$ cat src/rtl/uart_pkg.sv
// Shared constants for the UART host register block: register addresses,
// LSR/IER/FCR bit positions and IIR codes.
package uart_pkg;
    localparam logic [2:0] ADDR_RBR_THR = 3'd0;
    localparam logic [2:0] ADDR_IER     = 3'd1;
    localparam logic [2:0] ADDR_IIR_FCR = 3'd2;
    localparam logic [2:0] ADDR_LCR     = 3'd3;
    localparam logic [2:0] ADDR_MCR     = 3'd4;
    localparam logic [2:0] ADDR_LSR     = 3'd5;
    localparam logic [2:0] ADDR_MSR     = 3'd6;
    localparam logic [2:0] ADDR_SCR     = 3'd7;

    localparam int LSR_DR   = 0;
    localparam int LSR_OE   = 1;
    localparam int LSR_PE   = 3;
    localparam int LSR_FE   = 4;
    localparam int LSR_THRE = 5;
    localparam int LSR_TEMT = 6;

    localparam int IER_ERBFI  = 0;
    localparam int FCR_RX_CLR = 1;
    localparam int FCR_TX_CLR = 2;
    localparam int LCR_DLAB   = 7;

    localparam logic [7:0] IIR_NONE = 8'h01;
    localparam logic [7:0] IIR_RDA  = 8'h04;
endpackage

$ cat src/rtl/uart_sync_fifo.sv
// First-word-fall-through synchronous FIFO; full pushes and empty pops are
// dropped, and a clear overrides any push/pop in the same cycle.
module uart_sync_fifo #(
    parameter int DEPTH = 16,
    parameter int WIDTH = 8
) (
    input  logic             clk,
    input  logic             rst_n,
    input  logic             i_clr,
    input  logic             i_push,
    input  logic             i_pop,
    input  logic [WIDTH-1:0] i_wdata,
    output logic [WIDTH-1:0] o_rdata,
    output logic             o_empty,
    output logic             o_full
);
    localparam int PTR_W = $clog2(DEPTH);
    localparam int CNT_W = PTR_W + 1;

    logic [WIDTH-1:0] r_mem [DEPTH];
    logic [PTR_W-1:0] r_wr_ptr;
    logic [PTR_W-1:0] r_rd_ptr;
    logic [CNT_W-1:0] r_count;
    logic             w_push;
    logic             w_pop;

    assign o_empty = (r_count == '0);
    assign o_full  = (r_count == CNT_W'(DEPTH));
    assign w_push  = i_push && !o_full;
    assign w_pop   = i_pop && !o_empty;
    assign o_rdata = r_mem[r_rd_ptr];

    always_ff @(posedge clk or negedge rst_n) begin
        if (!rst_n) begin
            r_wr_ptr <= '0;
            r_rd_ptr <= '0;
            r_count  <= '0;
        end else if (i_clr) begin
            r_wr_ptr <= '0;
            r_rd_ptr <= '0;
            r_count  <= '0;
        end else begin
            if (w_push) r_wr_ptr <= r_wr_ptr + 1'b1;
            if (w_pop)  r_rd_ptr <= r_rd_ptr + 1'b1;
            case ({w_push, w_pop})
                2'b10:   r_count <= r_count + 1'b1;
                2'b01:   r_count <= r_count - 1'b1;
                default: r_count <= r_count;
            endcase
        end
    end

    always_ff @(posedge clk) begin
        if (w_push && !i_clr) r_mem[r_wr_ptr] <= i_wdata;
    end
endmodule

$ cat src/rtl/uart_host_regs.sv
// CPU-facing UART front end: register decode, LSR/IIR status, TX/RX FIFOs
// and the divisor-driven tick16/baud_tick generator.
module uart_host_regs
    import uart_pkg::*;
#(
    parameter int FIFO_DEPTH = 16
) (
    input  logic       clk,
    input  logic       rst_n,
    input  logic       cs,
    input  logic       wr,
    input  logic [2:0] addr,
    input  logic [7:0] wdata,
    output logic [7:0] rdata,
    output logic       irq,
    output logic [7:0] lcr,
    output logic       baud_tick,
    output logic       tick16,
    input  logic       tx_pop,
    output logic [7:0] tx_data,
    output logic       tx_fifo_empty,
    input  logic       tx_idle,
    input  logic       rx_push,
    input  logic [7:0] rx_data,
    input  logic       frame_err,
    input  logic       parity_err
);
    logic [7:0]  r_dll, r_dlm, r_ier, r_lcr, r_mcr, r_scr;
    logic        r_oe;
    logic [15:0] r_div_cnt;
    logic [3:0]  r_tick_cnt;

    logic        w_dlab, w_wr, w_rd;
    logic        w_tx_push, w_rx_pop, w_rx_clr, w_tx_clr, w_div_wr;
    logic [15:0] w_divisor, w_div_new;
    logic [7:0]  w_rx_head, w_lsr, w_iir;
    logic        w_rx_empty, w_rx_full, w_dr, w_tx_full_unused;

    assign w_dlab    = r_lcr[LCR_DLAB];
    assign w_wr      = cs && wr;
    assign w_rd      = cs && !wr;
    assign w_tx_push = w_wr && (addr == ADDR_RBR_THR) && !w_dlab;
    assign w_rx_pop  = w_rd && (addr == ADDR_RBR_THR) && !w_dlab;
    assign w_rx_clr  = w_wr && (addr == ADDR_IIR_FCR) && wdata[FCR_RX_CLR];
    assign w_tx_clr  = w_wr && (addr == ADDR_IIR_FCR) && wdata[FCR_TX_CLR];
    assign w_div_wr  = w_wr && w_dlab && ((addr == ADDR_RBR_THR) || (addr == ADDR_IER));
    assign w_divisor = {r_dlm, r_dll};
    assign w_div_new = (addr == ADDR_IER) ? {wdata, r_dll} : {r_dlm, wdata};

    uart_sync_fifo #(.DEPTH(FIFO_DEPTH), .WIDTH(8)) u_rx_fifo (
        .clk(clk), .rst_n(rst_n), .i_clr(w_rx_clr), .i_push(rx_push), .i_pop(w_rx_pop),
        .i_wdata(rx_data), .o_rdata(w_rx_head), .o_empty(w_rx_empty), .o_full(w_rx_full)
    );

    uart_sync_fifo #(.DEPTH(FIFO_DEPTH), .WIDTH(8)) u_tx_fifo (
        .clk(clk), .rst_n(rst_n), .i_clr(w_tx_clr), .i_push(w_tx_push), .i_pop(tx_pop),
        .i_wdata(wdata), .o_rdata(tx_data), .o_empty(tx_fifo_empty), .o_full(w_tx_full_unused)
    );

    assign w_dr = !w_rx_empty;
    always_comb begin
        w_lsr           = 8'h00;
        w_lsr[LSR_DR]   = w_dr;
        w_lsr[LSR_OE]   = r_oe;
        w_lsr[LSR_PE]   = parity_err;
        w_lsr[LSR_FE]   = frame_err;
        w_lsr[LSR_THRE] = tx_fifo_empty;
        w_lsr[LSR_TEMT] = tx_fifo_empty && tx_idle;
    end
    assign irq   = r_ier[IER_ERBFI] && w_dr;
    assign w_iir = irq ? IIR_RDA : IIR_NONE;
    assign lcr   = r_lcr;

    always_comb begin
        rdata = 8'h00;
        case (addr)
            ADDR_RBR_THR: rdata = w_dlab ? r_dll : w_rx_head;
            ADDR_IER:     rdata = w_dlab ? r_dlm : r_ier;
            ADDR_IIR_FCR: rdata = w_iir;
            ADDR_LCR:     rdata = r_lcr;
            ADDR_MCR:     rdata = r_mcr;
            ADDR_LSR:     rdata = w_lsr;
            ADDR_MSR:     rdata = 8'h00;
            ADDR_SCR:     rdata = r_scr;
            default:      rdata = 8'h00;
        endcase
    end

    always_ff @(posedge clk or negedge rst_n) begin
        if (!rst_n) begin
            r_dll <= 8'h00;
            r_dlm <= 8'h00;
            r_ier <= 8'h00;
            r_lcr <= 8'h00;
            r_mcr <= 8'h00;
            r_scr <= 8'h00;
        end else if (w_wr) begin
            case (addr)
                ADDR_RBR_THR: if (w_dlab) r_dll <= wdata;
                ADDR_IER:     if (w_dlab) r_dlm <= wdata; else r_ier <= wdata;
                ADDR_LCR:     r_lcr <= wdata;
                ADDR_MCR:     r_mcr <= wdata;
                ADDR_SCR:     r_scr <= wdata;
                default:      ;
            endcase
        end
    end

    // A new overrun wins over a simultaneous LSR read so the event is not lost.
    always_ff @(posedge clk or negedge rst_n) begin
        if (!rst_n)                                r_oe <= 1'b0;
        else if (rx_push && w_rx_full)             r_oe <= 1'b1;
        else if (w_rd && (addr == ADDR_LSR))       r_oe <= 1'b0;
    end

    assign tick16    = (r_div_cnt == 16'd0) && (w_divisor != 16'd0);
    assign baud_tick = tick16 && (r_tick_cnt == 4'hF);

    always_ff @(posedge clk or negedge rst_n) begin
        if (!rst_n) begin
            r_div_cnt  <= 16'd0;
            r_tick_cnt <= 4'd0;
        end else if (w_div_wr) begin
            r_div_cnt  <= (w_div_new == 16'd0) ? 16'd0 : w_div_new - 16'd1;
            r_tick_cnt <= 4'd0;
        end else if (w_divisor != 16'd0) begin
            if (r_div_cnt == 16'd0) begin
                r_div_cnt  <= w_divisor - 16'd1;
                r_tick_cnt <= r_tick_cnt + 4'd1;
            end else begin
                r_div_cnt <= r_div_cnt - 16'd1;
            end
        end
    end
endmodule

$ cat config.mk
export PLATFORM = sky130hd
export DESIGN_NAME = uart_host_regs
export DESIGN_NICKNAME = d
export VERILOG_FILES = /design/src/rtl/uart_pkg.sv /design/src/rtl/uart_sync_fifo.sv /design/src/rtl/uart_host_regs.sv
export SDC_FILE = /design/constraint.sdc
export NUM_CORES = 1
export LEC_CHECK = 0
export ABC_AREA = 1
export CAP_MARGIN = 10
export CORE_ASPECT_RATIO = 0.6
export CORE_MARGIN = 8
export CORE_UTILIZATION = 60
export DETAILED_ROUTE_END_ITERATION = 7
export GPL_ROUTABILITY_DRIVEN = 0
export PLACE_DENSITY_LB_ADDON = 0.05
export RECOVER_POWER = 25
export SYNTH_ARGS = -nofsm -noshare
export SYNTH_HDL_FRONTEND = slang
export SYNTH_SLANG_ARGS = --single-unit
$ cat constraint.sdc
create_clock -name clk -period 7.6 [get_ports clk]
set_clock_uncertainty 0.05 [all_clocks]
set_input_delay 2.28 -clock clk [delete_from_list [all_inputs] [get_ports clk]]
set_output_delay 2.28 -clock clk [all_outputs]
set_load 0.01 [all_outputs]
==> results of run 1 <==
-- layer usage --
layer	vias to the layer above	GRT usage	routed length, um
met2	760	0.3755	18380
met1	6168	0.4293	20310
met3	54	0.08335	6238
li1	5870	-	-
met4	0	0.04413	701
met5	-	0	0
-- critical path: cells and delay by family --
family	cells	cell delay, ns
AOI/OAI and AO/OA	2	0.20
and+or+nand+nor	3	0.69
buffers and inverters	5	1.43
-- registers in the layout, summed over array words and instances, names as in the netlist --
signal              cells
r_mcr                   8
u_rx_fifo.r_count       5
r_tick_cnt              4
u_tx_fifo.r_mem       128
u_tx_fifo.r_rd_ptr      4
u_tx_fifo.r_count       5
r_oe                    1
r_scr                   8
r_ier                   8
u_rx_fifo.r_rd_ptr      4
lcr                     8
u_rx_fifo.r_mem       128
u_tx_fifo.r_wr_ptr      4
r_dll                   8
r_dlm                   8
r_div_cnt              16
u_rx_fifo.r_wr_ptr      4
-- cell usage after synthesis (all sizes together), types with 4 or more instances --
library cell,n,area [sq um]
nor2,284,1111
nand2,271,1025
edfxtp,256,7687
o21ai,253,1304
inv,134,503.0
dfrtp,95,2377
nand3,84,420.4
clkbuf,60,225.2
a21oi,43,222.7
o22ai,32,200.2
o221ai,30,262.8
o211ai,24,180.2
ha,22,275.3
buf,11,81.32
nand4,10,62.56
xor2,8,70.07
nor4,7,43.79
a211oi,6,45.04
nor3,6,35.03
a22o,5,43.79
a31oi,5,31.28
or2,4,25.03
xnor2,4,35.03
-- worst paths after layout --
check	start	endpoint	slack, ns	depth (start not counted)
max	addr[2]	rdata[5]	0.67	10
min	r_ier[6]	r_ier[6]	0.44	2
max reg2reg	lcr[7]	r_div_cnt[3]	4.43	7
min reg2reg	r_ier[6]	r_ier[6]	0.44	2
max in group asynchronous	rst_n	u_rx_fifo.r_count[2]	3.33	2
min in group asynchronous	rst_n	u_tx_fifo.r_count[3]	2.35	1
-- final cells by class --
class	count	area share
clock inverters	15	0.01353
clock buffers	43	0.04864
multi-input cells	1109	0.3006
well taps	360	0.02460
repair buffers	71	0.03525
flip-flops and latches	351	0.5497
inverters	135	0.02767
-- logic make-up (layout without fill, tap and decap cells) --
logic type               Yosys count  in the layout
AO/OA/AOI/OAI                    406            406
AND/OR/NAND/NOR                  667            667
adder cells (fa/ha/maj)           24             24
XOR/XNOR                          12             12
buffers and inverters            206            264
flip-flops                       351            351
-- power groups by stage --
stage	clock network, W	logic, W	registers, W
finish	0.00174	0.00216	0.00254
global route	0.00184	0.00238	0.00256
CTS	0.00175	0.00212	0.00252
detailed placement	0	0.00211	0.00256
global placement	0	0.00206	0.00256
floorplan	0	0.00142	0.00245
-- placed cells by master (no fill, tap or decap), drive strengths merged, types with 6 or more instances in the layout --
cell,synthesis,final
a211oi,6,6
nand3,84,84
clkdlybuf4s50,0,44
clkbuf,60,49
bufinv,0,6
a21oi,43,43
nand4,10,10
buf,11,11
nor2,284,284
nand2,271,271
dfrtp,95,95
o221ai,30,30
edfxtp,256,256
nor4,7,7
o211ai,24,24
o21ai,253,253
dlygate4sd3,0,10
nor3,6,6
xor2,8,8
ha,22,22
inv,134,135
clkinv,1,7
o22ai,32,32
-- per-stage QoR --
| stage | hold slack [ns] | total power, W | instances | cell area (sq um) | worst slack (ns) |
|---|---|---|---|---|---|
| finish | 0.4408 | 0.006440 | 2084 | 18310 | 0.6700 |
| global route | 0.4541 | 0.006780 | 2084 | 18310 | 0.4998 |
| CTS | 0.4392 | 0.006395 | 2084 | 18340 | 0.7199 |
| detailed placement | 0.4232 | 0.004670 | 2026 | 17200 | 0.7218 |
| global placement | 0.4171 | 0.004620 | 2026 | 17200 | 0.7700 |
| floorplan | 0.4033 | 0.003875 | 1666 | 16380 | 1.991 |
==> impl_metrics.py, run 1 <==
metrics = {
    "placed_design": {
        "dp_hpwl_um": 30850,
        "numPortBuffers": 55,
    },
    "floorplanning": {
        "io-pin-count": 56,
        "start_util": 0.6148,
        "die_y_um": 144.0,
        "num_rows": 46,
        "dieArea_sq_um": 33020,
        "chipWidth_um": 229.3,
        "coreArea_sq_um": 26650,
    },
    "yosys": {
        "synth_top_family_by_area": "simple AND/OR/NAND/NOR gates",
        "synth_seq_cells": 351,
        "synthesis.nets": 1718,
        "synthAdderAreaFrac": 0.01925,
        "synth_xor_area_frac": 0.006415,
        "netlist_area_sq_um": 16380,
        "syn_inst": 1666,
        "synth_compound_area_frac": 0.1437,
        "async_flop_share": 0.2707,
        "ys_types": 41,
        "ys_seq_area_frac": 0.6143,
        "synth_area_per_cell_sq_um": 9.834,
        "synthMuxAreaShare": 0,
        "synth_edf_count": 256,
        "synthSimpleGateAreaFrac": 0.1666,
        "yosysWarnings": 0,
        "synth-main-ff-cell": "edfxtp_1",
    },
    "critical_path": {
        "endpoint_kind": "output port",
        "path_class": "in2out",
        "startpoint_type": "input port",
        "cp.required_ns": 5.27,
        "crit_slowest_cell": "clkdlybuf4s50_1",
        "max_stage_delay_ns": 0.58,
        "cp_cell_sequence": "clkdlybuf4s50_1 > inv_1 > nor3_1 > inv_1 > nor2_1 > a211oi_1 > o2111ai_1 > nand3_1 > inv_1 > clkdlybuf4s50_1",
        "critPathArrivalTime_ns": 4.60,
        "cp_max_fo": 4,
        "cpMostUsedCell": "inv_1",
    },
    "power": {
        "seq_power_share": 0.394,
        "peakVddDrop_mv": 0.3327,
        "comb_power_share": 0.336,
        "pwr-share-clk": 0.270,
        "power_switching_share": 0.3745,
        "power.density_nw_per_um2": 351.6,
        "p_leak_nw": 6.979,
        "p_int_w": 0.004028,
        "p_sw_w": 0.002412,
    },
    "cells_and_area": {
        "multiInputGateArea_sq_um": 5505,
        "diodes": 0,
        "fin_nets": 1751,
        "seq_area_sq_um": 10070,
        "drive_gt1_frac": 0.05916,
        "fin_util": 0.6872,
        "syn_to_final_growth_pct": 11.78,
        "fillers": 2073,
    },
    "clock_network": {
        "cts_made_buffers": 31,
        "cts.clk_slew.worst_paths_ns": 0.07,
        "htree_levels": 1,
        "clock_path_buffers": 3,
        "cts_root_buf": "clkbuf_16",
        "cts_setup_buffers": 0,
        "cts_tree": "done",
        "post_cts_resized": 0,
        "postCtsHoldBufs": 0,
        "cts_sinks": 351,
        "clock_latency_ns": 0.59,
    },
    "global_route": {
        "grt_pass1_vias": 11770,
        "antenna_found_initial": 0,
        "overflow": 0,
        "track_usage": 0.2748,
        "grt_max_degree": 69,
        "grt_pass1_wl_um": 70210,
    },
    "min_path": {
        "hold_path.class": "reg2reg",
    },
    "route": {
        "drt-initial-drc-count": 1860,
        "routed_wl_um": 45620,
        "vias": 12850,
        "viasPerCell": 6.167,
        "ant_nets": 0,
        "drc": 4,
        "wire_per_inst_um": 21.89,
        "first_pass_iters": 8,
    },
    "sta": {
        "fmax_mhz": 144.3,
        "fin_crit_sh": 0.9118,
        "slew_viol_final": 39,
        "tns_ns": 0,
        "setup_violations": 0,
        "rsz0062_at_grt": "no",
        "slew_headroom": -0.5824,
        "hold_viol": 0,
        "fin_crit_ns": 6.930,
        "tightest_slew_ns": 2.374,
    },
    "outcome": {
        "outcome": "complete, but fails checks",
        "violations": "design-rule violations, max-capacitance violations, max-slew violations",
    },
    "run": {
        "drv_cap": 1,
    },
}
Note: power is estimated with default switching activity, not from simulation.
==> run 2: changes to the inputs <==
--- a/constraint.sdc
+++ b/constraint.sdc
@@ -4,2 +4,2 @@
 set_output_delay 2.28 -clock clk [all_outputs]
-set_load 0.01 [all_outputs]
+set_load 0.05 [all_outputs]
==> impl_metrics.py, run 2 (synthesized netlist as in run 1, its figures left out) <==
metrics = {
    "placed_design": {
        "numPortBuffers": 55,
        "placed_cells": 2027,
        "dp_hpwl_um": 31060,
    },
    "critical_path": {
        "max_stage_delay_ns": 0.59,
        "crit_slowest_cell": "clkdlybuf4s50_1",
        "cp.required_ns": 5.27,
        "cp_cell_sequence": "clkdlybuf4s50_1 > inv_1 > nor3_1 > inv_1 > nor2_1 > a211oi_1 > o2111ai_1 > nand3_1 > inv_1 > buf_12",
        "startpoint_type": "input port",
        "critPathArrivalTime_ns": 4.24,
        "path_class": "in2out",
        "endpoint_kind": "output port",
        "cp_max_fo": 4,
        "cpMostUsedCell": "inv_1",
    },
    "route": {
        "wire_per_inst_um": 22.09,
        "viasPerCell": 6.156,
        "vias": 12840,
        "routed_wl_um": 46070,
        "drt-initial-drc-count": 1888,
        "first_pass_iters": 6,
        "ant_nets": 0,
        "drc": 0,
    },
    "global_route": {
        "grt_pass1_vias": 12060,
        "grt_max_degree": 69,
        "grt_pass1_wl_um": 71040,
        "overflow": 0,
        "track_usage": 0.2775,
        "antenna_found_initial": 1,
    },
    "run": {
        "drv_cap": 1,
    },
    "floorplanning": {
        "dieArea_sq_um": 33020,
        "io-pin-count": 56,
        "chipWidth_um": 229.3,
        "start_util": 0.6148,
        "num_rows": 46,
        "coreArea_sq_um": 26650,
        "die_y_um": 144.0,
    },
    "sta": {
        "rsz0062_at_grt": "no",
        "fin_crit_ns": 6.569,
        "fmax_mhz": 152.2,
        "slew_headroom": -0.4836,
        "hold_viol": 0,
        "slew_viol_final": 38,
        "tns_ns": 0,
        "fin_crit_sh": 0.8643,
        "setup_violations": 0,
        "tightest_slew_ns": 2.225,
    },
    "outcome": {
        "violations": "max-capacitance violations, max-slew violations",
        "outcome": "complete, but fails checks",
    },
    "clock_network": {
        "clock_latency_ns": 0.60,
        "cts_tree": "done",
        "post_cts_resized": 0,
        "cts_setup_buffers": 0,
        "htree_levels": 1,
        "postCtsHoldBufs": 0,
        "cts_made_buffers": 31,
        "cts_sinks": 351,
        "cts_root_buf": "clkbuf_16",
        "cts.clk_slew.worst_paths_ns": 0.06,
        "clock_path_buffers": 3,
    },
    "cells_and_area": {
        "stdcell_count": 2086,
        "multiInputGateArea_sq_um": 5505,
        "layout_commonest_cell": "nor2_1",
        "seq_area_sq_um": 10070,
        "drive_gt1_frac": 0.06435,
        "layout_common_cells": "nor2_1 (270), nand2_1 (268), edfxtp_1 (256)",
        "syn_to_final_growth_pct": 10.94,
        "fin_util": 0.6820,
        "fillers": 2034,
        "reg_top3": "u_rx_fifo.r_mem: 128 flops, u_tx_fifo.r_mem: 128 flops, r_div_cnt: 16 flops",
        "fin_nets": 1752,
    },
    "power": {
        "p_leak_nw": 6.932,
        "peakVddDrop_mv": 0.2978,
        "power.density_nw_per_um2": 356.1,
    },
    "min_path": {
        "hold_path.class": "reg2reg",
    },
}
## run 2: cell types whose count changed in the layout (fill, tap and decap cells not counted)
cell,delta
clkdlybuf4s50_1,-8
clkinvlp_4,+2
clkbuf_8,-6
clkinv_2,+6
bufinv_16,-4
clkinv_4,+1
clkbuf_4,+1
buf_4,+8
buf_12,+1
diode_2,+1
## run 2: path summary, 6_finish.rpt
path	slack, ns	from	depth (start not counted)	endpoint
setup / recovery	1.03	addr[2]	10	rdata[5]
hold / removal	0.44	r_tick_cnt[2]	1	r_tick_cnt[2]
setup reg to reg	4.43	lcr[7]	7	r_div_cnt[3]
hold reg to reg	0.44	r_tick_cnt[2]	1	r_tick_cnt[2]
max in group asynchronous	3.41	rst_n	2	u_rx_fifo.r_rd_ptr[0]
min in group asynchronous	2.29	rst_n	1	u_tx_fifo.r_count[0]
## run 2: final cells by class
class,instances,share of cell area
multi-input cells,1109,0.3029
inverters,135,0.02788
diodes,1,0.0001377
clock buffers,38,0.04489
well taps,360,0.02478
flip-flops and latches,351,0.5539
clock inverters,20,0.009982
repair buffers,72,0.03552
## run 2: layer usage
layer / track usage / share of wire / vias to the layer above
met5: 0 / 0.00028 / -
met4: 0.05483 / 0.019 / 2
met3: 0.07572 / 0.13 / 77
met2: 0.3777 / 0.40 / 751
met1: 0.4366 / 0.45 / 6141
li1: - / - / 5871
## run 2: per-stage QoR
stage | instance area (sq um) | power [W] | worst slack [ns] | hold WS [ns]
after floorplan | 16380 | 0.004084 | 1.770 | 0.4033
after global placement | 17200 | 0.004815 | 1.117 | 0.4168
after detailed placement | 17200 | 0.004871 | 1.068 | 0.4288
after CTS | 18200 | 0.006421 | 1.061 | 0.4437
after global routing | 18170 | 0.006797 | 0.8525 | 0.4613
final | 18170 | 0.006472 | 1.031 | 0.4402
## run 2: worst max-delay path: cells and delay by family
kind / cells / cell delay [ns]
AO/OA/AOI/OAI: 2 / 0.19
buffers and inverters: 5 / 1.09
AND/OR/NAND/NOR: 3 / 0.69
## run 2: power breakdown
group | total (W) | internal (W) | switching, W
clock | 0.00157 | 0.000840 | 0.000730
combinational | 0.00237 | 0.000699 | 0.00167
sequential | 0.00253 | 0.00230 | 0.000230
total | 0.00647 | 0.00384 | 0.00263
==> RTL edit 1 (config.mk and constraints of run 2) <==
Set the parameter `FIFO_DEPTH` to 32 (it was 16).
--- a/src/rtl/uart_host_regs.sv
+++ b/src/rtl/uart_host_regs.sv
@@ -3,7 +3,7 @@
 module uart_host_regs
     import uart_pkg::*;
 #(
-    parameter int FIFO_DEPTH = 16
+    parameter int FIFO_DEPTH = 32
 ) (
     input  logic       clk,
     input  logic       rst_n,
Check against the original RTL: same outputs for any inputs over 4 cycles, from zero or initial values and one cycle with rst_n low; that may be too few to reach the edited logic, so the function may still have changed.
==> RTL edit 1 against run 2 <==
- setup slack worse by 630 ps
- sequential cell count up 262
- routed wire length up 63%
- sequential share of layout area grew 5.0 points
- largest power group unchanged
- final cell count is 50% higher
- power up 67%
- the flow still finishes with violations (capacitance limit, slew limit)
- clock power increased by 81%
- core utilization is 1.4 points lower
- design area up 63%
- synthesized area is 63% higher
==> RTL edit 1: results (changes against run 2) <==
\begin{tabular}{lr}
\hline
Metric & Value \\
\hline
\multicolumn{2}{l}{\textbf{GRT}} \\
\quad Global-route wire length before repair & 112000 um (+58\%) \\
\quad GRT Resource Usage Total & 28.5\% (+0.77 points) \\
\quad Antenna violations before repair & 6 (+5) \\
\multicolumn{2}{l}{\textbf{Synthesis}} \\
\quad Xor-xnor portion of the synthesized cell area & 0.656\% (+0.014 points) \\
\quad Top post-synthesis cells by count & sky130\_fd\_sc\_hd\_\_edfxtp\_1 (512), sky130\_fd\_sc\_hd\_\_nor2\_1 (433), sky130\_fd\_sc\_hd\_\_o21ai\_0 (361), sky130\_fd\_sc\_hd\_\_nand2\_1 (319), sky130\_fd\_sc\_hd\_\_inv\_1 (141) \\
\quad EDFF count, synth & 512 (+100\%) \\
\quad Number of different library cells in the post-synthesis netlist & 49 (+20\%) \\
\quad Fraction of registers with async set/reset & 16.5\% (-11 points) \\
\quad Share of the synthesized area in compound gates (AO/OA/AOI/OAI) & 12.8\% (-1.6 points) \\
\multicolumn{2}{l}{\textbf{Critical path}} \\
\quad Start of the worst register-to-register path & u\_tx\_fifo.r\_count[2] \\
\quad Largest stage delay, worst path & 860 ps (+270 ps) \\
\quad R2r endpoint & u\_tx\_fifo.r\_mem[15][5] \\
\quad Critical path arrival & 4870 ps (+630 ps) \\
\multicolumn{2}{l}{\textbf{Final layout}} \\
\quad Share of cells above drive strength 1 & 6.90\% (+0.47 points) \\
\quad Post-Layout Cell Count & 3126 (+50\%) \\
\quad Registers with the most flip-flops & u\_rx\_fifo.r\_mem: 256 flops, u\_tx\_fifo.r\_mem: 256 flops, r\_div\_cnt: 16 flops \\
\multicolumn{2}{l}{\textbf{Outcome}} \\
\quad Run status & complete, but fails checks \\
\quad Violated checks & capacitance limit, slew limit \\
\multicolumn{2}{l}{\textbf{Routing}} \\
\quad Number of design-rule violations left by the first detailed-router iteration & 2850 (+51\%) \\
\quad Via count & 19528 (+52\%) \\
\multicolumn{2}{l}{\textbf{Clocking}} \\
\quad Later-pin clock latency in the skew report & 630 ps (+30 ps) \\
\quad Number of buffers created by CTS & 55 (+77\%) \\
\quad Clock H-tree levels & 2 (+1) \\
\multicolumn{2}{l}{\textbf{Power}} \\
\quad Lkg Pwr & 10.6 nW (+53\%) \\
\quad Worst vdd ir & 0.274 mV (-7.9\%) \\
\multicolumn{2}{l}{\textbf{Timing}} \\
\quad Worst hold slack & 439 ps (-1.49 ps) \\
\quad Final Critical Period & 7200 ps (+629 ps) \\
\quad Worst-Margin Slew & 2820 ps (+590 ps) \\
\quad Max-slew violation count & 314 (+730\%) \\
\multicolumn{2}{l}{\textbf{Flow run}} \\
\quad Max Cap Violations & 9 (+8) \\
\multicolumn{2}{l}{\textbf{Place}} \\
\quad Post-Place Setup Slack & 464 ps (-604 ps) \\
\quad DP Area & 27900 sq um (+62\%) \\
\hline
\end{tabular}
==> RTL edit 1: where the power goes <==
group | switching (mW) | leakage (nW) | total (mW) | internal (mW)
combinational | 2.65 | 3.87 | 3.71 | 1.05
sequential | 0.367 | 5.81 | 4.28 | 3.92
clock | 1.28 | 0.895 | 2.84 | 1.56
==> RTL edit 1: routing by layer <==
metal  vias to the layer above  GRT usage, %  wire (um)
met5                         -         0.192         63
met4                        10          6.31       1730
met3                       144          12.7      11800
met2                      1140          35.8      29400
met1                      9413          44.6      32300
li1                       8821             -          -
==> RTL edit 1: final cells by class <==
| type | count | area (sq um) |
|---|---|---|
| inverter | 148 | 558 |
| tap | 589 | 737 |
| clock buffer | 72 | 1520 |
| antenna | 1 | 2.50 |
| timing repair buffer | 100 | 852 |
| sequential | 613 | 17900 |
| clock inverter | 31 | 300 |
| multi-input combinational | 1572 | 7760 |
| fill | 3369 | 14700 |
==> RTL edit 2 (settings of run 2) <==
Without the edit above. Reset style: synchronous (`rst_n`), changed in 4 clocked blocks.
--- a/src/rtl/uart_sync_fifo.sv
+++ b/src/rtl/uart_sync_fifo.sv
@@ -30,7 +30,7 @@
     assign w_pop   = i_pop && !o_empty;
     assign o_rdata = r_mem[r_rd_ptr];
 
-    always_ff @(posedge clk or negedge rst_n) begin
+    always_ff @(posedge clk) begin
         if (!rst_n) begin
             r_wr_ptr <= '0;
             r_rd_ptr <= '0;
--- a/src/rtl/uart_host_regs.sv
+++ b/src/rtl/uart_host_regs.sv
@@ -86,7 +86,7 @@
         endcase
     end
 
-    always_ff @(posedge clk or negedge rst_n) begin
+    always_ff @(posedge clk) begin
         if (!rst_n) begin
             r_dll <= 8'h00;
             r_dlm <= 8'h00;
@@ -107,7 +107,7 @@
     end
 
     // A new overrun wins over a simultaneous LSR read so the event is not lost.
-    always_ff @(posedge clk or negedge rst_n) begin
+    always_ff @(posedge clk) begin
         if (!rst_n)                                r_oe <= 1'b0;
         else if (rx_push && w_rx_full)             r_oe <= 1'b1;
         else if (w_rd && (addr == ADDR_LSR))       r_oe <= 1'b0;
@@ -116,7 +116,7 @@
     assign tick16    = (r_div_cnt == 16'd0) && (w_divisor != 16'd0);
     assign baud_tick = tick16 && (r_tick_cnt == 4'hF);
 
-    always_ff @(posedge clk or negedge rst_n) begin
+    always_ff @(posedge clk) begin
         if (!rst_n) begin
             r_div_cnt  <= 16'd0;
             r_tick_cnt <= 4'd0;
Formal check against the unedited RTL: differs if rst_n is asserted again (counterexample within 4 cycles, from zero or initial values and one cycle with rst_n low); with rst_n held inactive, the same outputs for 4 cycles.
==> RTL edit 2 against run 2 <==
- non-clock buffer count is 4 higher
- via count shrank 2.7%
- die area is 0.14% lower
- routed wire length is 9.5% lower
- first-iteration DRC count decreased by 19%
- critical path type unchanged
- largest cell class unchanged
- synthesized area down 0.15%
- sequential cell count is 8 higher
- design area is 0.43% higher
- critical path depth fell by 3
- setup slack lost 510 ps
- critical endpoint unchanged
- synthesized cell count increased by 0.90%
- global-route usage down 2.9 points
Power is not compared: it rests on default switching activity, and its combinational part moved more than twofold at a synthesized area within 25%.
==> RTL edit 2: results (changes against run 2) <==
\begin{tabular}{lr}
\hline
Metric & Value \\
\hline
\multicolumn{2}{l}{\textbf{Critical path}} \\
\quad CP max FO & 7 (+3) \\
\quad Start of the worst register-to-register path & lcr[7] \\
\quad Startpoint of the worst setup timing path & addr[1] \\
\quad Number of cell instances on the worst register-to-register path & 11 (+4) \\
\quad Register-to-Register Setup Slack & 4210 ps (-220 ps) \\
\quad Largest stage delay, worst path & 750 ps (+160 ps) \\
\multicolumn{2}{l}{\textbf{Synthesis}} \\
\quad Net count after synthesis & 1733 (+0.87\%) \\
\quad Largest family of logic cells by synthesized area & compound AO/OA/AOI/OAI gates \\
\quad Average instance area after synthesis & 9.73 sq um (-1.0\%) \\
\quad Fraction of registers with async set/reset & 0\% (-27 points) \\
\quad Adder-Cell Fraction of Synth Area & 1.93\% (+0.0029 points) \\
\multicolumn{2}{l}{\textbf{GRT}} \\
\quad Met1 usage in global routing & 38.9\% (-4.8 points) \\
\quad Largest net degree at the start of global routing & 65 (-5.8\%) \\
\quad GR met3 Demand/Resource & 5.99\% (-1.6 points) \\
\quad Vias in the first global route & 11306 (-6.2\%) \\
\quad GRT Resource Usage Total & 24.9\% (-2.9 points) \\
\multicolumn{2}{l}{\textbf{Routing}} \\
\quad Routed length on met3 & 4590 um (-23\%) \\
\quad Number of design-rule violations left by the first detailed-router iteration & 1524 (-19\%) \\
\quad Metal-1 WL & 19600 um (-6.3\%) \\
\multicolumn{2}{l}{\textbf{Place}} \\
\quad Cells after DPL & 2046 (+0.94\%) \\
\quad DP Area & 17200 sq um (about the same) \\
\quad Post-Place Setup Slack & 570 ps (-499 ps) \\
\multicolumn{2}{l}{\textbf{Final layout}} \\
\quad \# nets final & 1774 (+1.3\%) \\
\quad Clk tree area frac & 5.94\% (+0.45 points) \\
\quad \#MultiIn Comb & 1086 (-2.1\%) \\
\quad Number of clock buffers in the layout & 52 (+37\%) \\
\quad Sequential cell area in the final layout & 9750 sq um (-3.1\%) \\
\quad Multi-input gate area in the final layout & 5660 sq um (+2.9\%) \\
\quad Seq\_cells & 359 (+2.3\%) \\
\quad Fillers & 2079 (+2.2\%) \\
\quad Count of plain and timing-repair buffers & 76 (+5.6\%) \\
\quad Non-clk buf share & 3.73\% (+0.18 points) \\
\multicolumn{2}{l}{\textbf{Outcome}} \\
\quad Run status & finished, final reports clean \\
\multicolumn{2}{l}{\textbf{Worst hold path}} \\
\quad Cell count of the worst hold path & 2 (+1) \\
\hline
\end{tabular}
RTL edit 2: cell types whose count changed in the layout (fill, tap and decap cells not counted), moves of 7 or more:
cell                              run 2  this run
sky130_fd_sc_hd__dfxtp_1              0       101
sky130_fd_sc_hd__dfrtp_1             93         0
sky130_fd_sc_hd__a21oi_1             41       124
sky130_fd_sc_hd__nor2_1             270       209
sky130_fd_sc_hd__mux2i_1              0        32
sky130_fd_sc_hd__nand2_1            268       236
sky130_fd_sc_hd__inv_1              130       159
sky130_fd_sc_hd__o21ai_1             23         6
sky130_fd_sc_hd__o221ai_1            30        13
sky130_fd_sc_hd__o211ai_1            24        37
sky130_fd_sc_hd__o22ai_1             32        22
sky130_fd_sc_hd__o21ai_2             10         1
sky130_fd_sc_hd__clkbuf_1            11        19
sky130_fd_sc_hd__clkinv_2            10         3
RTL edit 2: where the power goes:
part	leakage, nW	switching, mW	internal, mW
Sequential	3.14	0.0744	2.14
Combinational	3.10	0.721	0.356
Clock	0.526	0.716	0.962
Total	6.77	1.51	3.46
